**src/rtl/flex_counter_rollover.sv**
```systemverilog
// Two-level counter: an inner counter over a runtime range plus an outer wrap counter with done flag.
// Optional build macro FLEX_COUNTER_AUTO_RESTART_EN turns the sticky done into a one-cycle pulse.
module flex_counter_rollover #(
    parameter int NUM_CNT_BITS  = 4,
    parameter int NUM_WRAP_BITS = 4,
    parameter int NUM_WRAPS     = 10
) (
    input  logic                     clk,
    input  logic                     n_rst,
    input  logic                     clear,
    input  logic                     count_enable,
    input  logic [NUM_CNT_BITS-1:0]  rollover_val,
    output logic [NUM_CNT_BITS-1:0]  count_out,
    output logic                     rollover_flag,
    output logic [NUM_WRAP_BITS-1:0] wrap_count,
    output logic                     done_flag
);

`ifdef FLEX_COUNTER_AUTO_RESTART_EN
    localparam bit AUTO_RESTART = 1'b1;
`else
    localparam bit AUTO_RESTART = 1'b0;
`endif

    localparam logic [NUM_CNT_BITS-1:0]  CNT_ONE   = NUM_CNT_BITS'(1);
    localparam logic [NUM_WRAP_BITS-1:0] WRAP_ONE  = NUM_WRAP_BITS'(1);
    localparam logic [NUM_WRAP_BITS-1:0] WRAP_LAST = NUM_WRAP_BITS'(NUM_WRAPS - 1);
    localparam logic [NUM_WRAP_BITS-1:0] WRAP_MAX  = NUM_WRAP_BITS'(NUM_WRAPS);

    logic [NUM_CNT_BITS-1:0]  count_q, count_d;
    logic                     rollover_flag_q, rollover_flag_d;
    logic [NUM_WRAP_BITS-1:0] wrap_count_q, wrap_count_d;
    logic                     done_flag_q, done_flag_d;

    logic at_terminal;
    logic done_hold;

    assign at_terminal = (count_q == rollover_val);
    assign done_hold   = done_flag_q && !AUTO_RESTART;

    always_comb begin
        // NOTE: every combinational output gets a default first so no latch is inferred.
        count_d      = count_q;
        wrap_count_d = wrap_count_q;
        done_flag_d  = AUTO_RESTART ? 1'b0 : done_flag_q;

        if (clear) begin
            count_d      = '0;
            wrap_count_d = '0;
            done_flag_d  = 1'b0;
        end else if (done_hold) begin
            count_d      = count_q;
        end else if (count_enable) begin
            if (at_terminal) begin
                count_d = (rollover_val == '0) ? '0 : CNT_ONE;
                if (wrap_count_q == WRAP_LAST) begin
                    done_flag_d  = 1'b1;
                    wrap_count_d = AUTO_RESTART ? '0 : WRAP_MAX;
                end else if (wrap_count_q < WRAP_MAX) begin
                    wrap_count_d = wrap_count_q + WRAP_ONE;
                end
            end else begin
                // Past a lowered terminal value this overflows naturally to 0 without a wrap.
                count_d = count_q + CNT_ONE;
            end
        end

        // Flag looks ahead at the next count so it is exact when count_out updates.
        rollover_flag_d = clear ? 1'b0 : (count_d == rollover_val);
    end

    always_ff @(posedge clk or negedge n_rst) begin
        // NOTE: sequential state uses non-blocking assignments only.
        if (!n_rst) begin
            count_q         <= '0;
            rollover_flag_q <= 1'b0;
            wrap_count_q    <= '0;
            done_flag_q     <= 1'b0;
        end else begin
            count_q         <= count_d;
            rollover_flag_q <= rollover_flag_d;
            wrap_count_q    <= wrap_count_d;
            done_flag_q     <= done_flag_d;
        end
    end

    assign count_out     = count_q;
    assign rollover_flag = rollover_flag_q;
    assign wrap_count    = wrap_count_q;
    assign done_flag     = done_flag_q;

endmodule
```
**config.mk**
```make
export PLATFORM = sky130hd
export DESIGN_NAME = flex_counter_rollover
export DESIGN_NICKNAME = d
export VERILOG_FILES = /design/src/rtl/flex_counter_rollover.sv
export SDC_FILE = /design/constraint.sdc
export NUM_CORES = 1
export LEC_CHECK = 0
export CAP_MARGIN = 20
export CORE_MARGIN = 2
export CORE_UTILIZATION = 50
export DETAILED_ROUTE_END_ITERATION = 7
export GPL_ROUTABILITY_DRIVEN = 0
export PLACE_DENSITY = 0.77
export SYNTH_ARGS = -nofsm -noshare
export SYNTH_HDL_FRONTEND = slang
export SYNTH_SLANG_ARGS = --single-unit
```
**constraint.sdc**
```tcl
create_clock -name clk -period 3 [get_ports clk]
set_clock_uncertainty 0.1 [all_clocks]
set_input_delay 0.6 -clock clk [delete_from_list [all_inputs] [get_ports clk]]
set_output_delay 0.6 -clock clk [all_outputs]
set_load 0.02 [all_outputs]
```
# Yosys cells after proc, flatten, opt, wreduce, memory -nomap -nowiden
# Index checks and enable logic that the tools add are counted.
dict set report op_classes {
  add_sub_neg 2
  n_mul 0
  div_mod_pow 0
  n_lt_le_gt_ge 1
  eq_ne 4
  shifts 0
  mux 17
  n_bitwise 0
  n_reduce_logical 5
}
# cell count
set op_table {}
lappend op_table {{$mux W4} 10}
lappend op_table {{$add A4 B1 Y4 const B} 2}
lappend op_table {{$eq A4 B4 Y1} 2}
lappend op_table {{$mux W1} 7}
lappend op_table {{$eq A4 B4 Y1 const B} 1}
lappend op_table {{$logic_not A4 Y1} 1}
lappend op_table {{$lt A4 B4 Y1 const B} 1}
lappend op_table {{$reduce_and A4 Y1} 1}
lappend op_table {{$reduce_bool A2 Y1} 2}
lappend op_table {{$reduce_bool A3 Y1} 1}
lappend op_table {{$ne A2 B2 Y1 const B} 1}
dict set report word_totals {
  register_bits 10
  latch_bits 0
  mem_bits_rw 0
  mem_bits_ro 0
  output_inout_bits 10
  mem_count 0
}

# Depth between registers and ports, before layout
dict set report logic_depth {
  word_depth 8
  ltp_mapped 7
  mapped_depth_nobuf 7
}

# Worst setup path before layout
# No wires, ideal clock.
dict set report synth_timing {
  kind {register to register}
  from {register count_q[0] (netlist: count_out[0])}
  to {register wrap_count_q[0] (netlist: wrap_count[0])}
  setup_time_ns 0.078
  arrival_ns 1.823
  t_required_ns 2.822
  path_slack_ns 0.999
  stages_incl_launch_ff 7
  n_path_buf 1
  period_less_slack_ns 2.001
  cell_sequence {dfrtp_1 buf_6 xor2_2 nor4_4 nand3_4 or3_1 a21oi_1}
}
dict set report synth_between {
  elab_chain_len 3
}
# item line
set synth_lines {}
lappend synth_lines {{start, declared} 30} ;# logic [NUM_CNT_BITS-1:0] count_q, count_d;
lappend synth_lines {{start signal, assigned} 80} ;# count_q <= count_d;
lappend synth_lines {{$eq A4 B4 Y1} 38} ;# assign at_terminal = (count_q == rollover_val);
lappend synth_lines {{$reduce_bool A2 Y1 (no line)} -}
lappend synth_lines {{$reduce_and A4 Y1 (no line)} -}
lappend synth_lines {{end signal, assigned} 82} ;# wrap_count_q <= wrap_count_d;
lappend synth_lines {{end, declared} 32} ;# logic [NUM_WRAP_BITS-1:0] wrap_count_q, wrap_count_d;
# No other way between the ends.
# A chain may end at the register's enable or synchronous reset.

# Worst setup path in the final report
dict set report layout_timing {
  from {input rollover_val[2]}
  to {register wrap_count_q[0] (netlist: wrap_count[0])}
}
dict set report layout_between {
  elab_chain_len 3
}
# item line
set layout_lines {}
lappend layout_lines {{start, declared} 12} ;# input logic [NUM_CNT_BITS-1:0] rollover_val,
lappend layout_lines {{$eq A4 B4 Y1} 38}
lappend layout_lines {{$reduce_bool A2 Y1 (no line)} -}
lappend layout_lines {{$reduce_and A4 Y1 (no line)} -}
# No other way between the ends.

==> results.yml <==
setup_path:
  timing.reg2reg.worst_path_depth: 5
  worst_path_largest_cell_delay_ns: 0.58
  setup.worst_path.class: "in -> reg"
  worstPathBufferInverterCount: 1
  cp.arrival_ns: 2.47
  minimum_setup_slack_among_reg_to_reg_paths_ns: 0.93
  required_ns: 3.08
  crit_path_end_kind: "flip-flop"
  worstPathCellList: "clkdlybuf4s50_1 > xor2_1 > nor4_4 > nand3_4 > or3_1 > a21oi_1"
  worst-path-max-fanout: 9
  worst_path_max_delay_cell: "sky130_fd_sc_hd__nor4_4"
  critPathTopFamily: "simple AND/OR/NAND/NOR gates"
  r2r_start: "count_out[0]"
  setup.worst_path.start_class: "primary input"
  r2r_end: "wrap_count[0]"
timing:
  tightest_slew_ns: 0.566
  max-slew-margin-rel_pct: 62.0
  final-hold-violation-count: 0
  min_period_ns: 2.39
  timing.hold.ws_ns: 0.482
  number_of_pins_exceeding_their_max_slew_limit_in_the_final_report: 0
  min_period_over_period_pct: 79.6
  fin_tns_setup_ns: 0
  report.final.setup_viol: 0
  rsz0062_at_grt: "false"
  clock.fmax_ghz: 0.419
floorplan:
  core.rowCount: 14
  die_w_um: 43.0
  die_y_um: 43.0
  floorplan.initialDensity_pct: 51.7
  core_um2: 1470
  io-pin-count: 18
  die_area_um2: 1850
routing:
  drt-wirelength-per-cell_um: 13.2
  routed_via_density: 5.76
  drt-pass1-iter-count: 4
  antenna_violating_nets_post_route: 0
  detail_route.wirelength_um: 1600
  detailedRoute.firstIterationViolations: 17
  via_count: 697
  route.detailed.drc: 0
layout:
  nets_final: 118
  fill_cells: 138
  layout_cell_share_with_drive_strength_beyond_1_pct: 13.3
  syn_to_final_growth_pct: 26.5
  antenna_cells: 0
run:
  count_of_maximum_capacitance_violations: 0
synth:
  synth.distinct_cells: 36
  synth-async-reset-ratio_pct: 100
  dominantRegCellSynth: "sky130_fd_sc_hd__dfrtp_1"
  synth.ff_latch_count: 10
  synth_top_cell_area_share_pct: 32.9
  synth_edf_count: 0
  seq_area_frac_synth_pct: 32.9
  post_synth_main_area_contributors: "sky130_fd_sc_hd__dfrtp_1 (33%), sky130_fd_sc_hd__nor2_1 (5.9%), sky130_fd_sc_hd__ha_1 (4.9%), sky130_fd_sc_hd__a21oi_1 (4.6%), sky130_fd_sc_hd__xor2_1 (4.6%)"
  synthCells: 87
  postSynthAreaPerCell_um2: 8.74
  netlist_area_um2: 761
  yosys_warnings: 0
  synth_nets: 98
  ys_top_cells_by_count: "sky130_fd_sc_hd__nor2_1 (12), sky130_fd_sc_hd__dfrtp_1 (10), sky130_fd_sc_hd__nand2_1 (8)"
  synth_largest_area_cell: "sky130_fd_sc_hd__dfrtp_1"
  post-synth-top-count-cell: "sky130_fd_sc_hd__nor2_1"
clock_tree:
  clock_tree_root_buffer_cell: "sky130_fd_sc_hd__clkbuf_4"
  cts.reportedPaths.clkPinSlew_ns: 0.06
  cts_sinks: 10
  ctsResizeCount: 0
  ctsHtreeMaxLevel: 1
  postCtsSetupRepairBufs: 0
  ctsHoldBuffers: 0
  cts_buffer_depth: 2
  cts_made_buffers: 3
  cts_tree: "yes"
  clk_latency_ns: 0.26
pwr:
  vdd_ir_drop_max_uv: 241
  power-per-cell-area_nw_per_um2: 314
  clock_power_share_pct: 28.8
  internal-power_w: 0.000217
  static-leakage-power_nw: 0.388
  combPwrFrac_pct: 23.2
  power.share.switching_pct: 28.2
  switchingPower_w: 0.0000851
  power.share.sequential_pct: 48.0
min_path:
  worst_hold_path.num_cells: 2
  holdCritPathClass: "reg -> reg"
  min-delay-start: "done_flag"
  min_to: "done_flag"
placement:
  detailedPlacementHpwl_um: 1240
  place.port_buffers: 17
status:
  outcome: "completed"
grt:
  number_of_global_route_vias_before_repair: 629
  initial_antenna_violation_count: 0
  grt_max_degree: 12
  grt-ovfl-total: 0
  grt_pass1_wl_um: 2830
  grt.total_usage_pct: 20.2
-- registers in the layout (all words and copies together), names as in the netlist --
signal / flops
count_out: 4
wrap_count: 4
rollover_flag: 1
done_flag: 1
-- logic make-up (layout without fill, tap and decap cells) --
family	Yosys count	in the layout	share of synthesized area, %
AO/OA/AOI/OAI	20	20	17.9
AND/OR/NAND/NOR	42	42	32.4
flip-flops	10	10	32.9
adder cells (fa/ha/maj)	3	3	4.93
XOR/XNOR	6	6	7.90
buffers and inverters	6	24	3.95
-- metrics by stage --
stage	util, %	std cells	instance area, µm²	setup slack (ns)	total power, W
detailed placement	63.9	118	940	0.329	0.000217
global route	65.4	121	962	0.487	0.000318
global placement	63.9	118	940	0.393	0.000217
floorplan	-	87	761	0.999	0.000191
CTS	65.4	121	962	0.616	0.000307
finish	65.4	121	962	0.612	0.000302
-- power groups by stage --
stage	Combinational (W)	Sequential, W	Clock (W)
floorplan	0.0000431	0.000148	0
global placement	0.0000694	0.000147	0
detailed placement	0.0000702	0.000147	0
CTS	0.0000704	0.000145	0.0000921
global route	0.0000767	0.000146	0.0000951
finish	0.0000701	0.000145	0.0000868
-- cell type report --
cell class	count	area, µm²	area share [%]
clock buffers	3	22.5	2.34
inverters	3	11.3	1.17
multi-input cells	71	480	49.9
flip-flops and latches	10	250	26.0
well taps	16	20.0	2.08
repair buffers	18	178	18.5
-- routing by layer --
metal	track usage (%)	wire (µm)	up-vias	part of all wire [%]
met5	0	0	-	0
met4	6.06	8	0	0.50
met3	5.11	79	2	4.9
met2	29.7	721	17	45
met1	29.3	792	330	49
li1	-	-	348	-
-- cells in the final DEF, fill, tap and decap left out, drive strengths merged, types with 3 or more instances in the layout --
master / n
a21oi: 7
a31oi: 3
clkbuf: 3
clkdlybuf4s50: 17
dfrtp: 10
ha: 3
inv: 3
nand2: 8
nand3: 3
nor2: 12
nor3: 4
nor4: 4
o21ai: 3
xor2: 5
-- worst max-delay path by stage --
stage | start | endpoint | cells past startpoint | slack [ns]
finish | rollover_val[2] | wrap_count[0] | 6 | 0.61
global route | rollover_val[3] | wrap_count[0] | 6 | 0.49
CTS | rollover_val[2] | wrap_count[0] | 6 | 0.62
detailed placement | rollover_val[2] | wrap_count[0] | 6 | 0.33
global placement | rollover_val[2] | wrap_count[0] | 6 | 0.39
floorplan | count_out[0] | wrap_count[0] | 6 | 1.0
-- worst min-delay path: cells and delay by family (launching register included) --
kind | cells | cell delay [ns]
flip-flops | 1 | 0.40
AND/OR/NAND/NOR | 1 | 0.09
AO/OA/AOI/OAI | 1 | 0.06
Note: power is estimated with default switching activity, not from simulation.
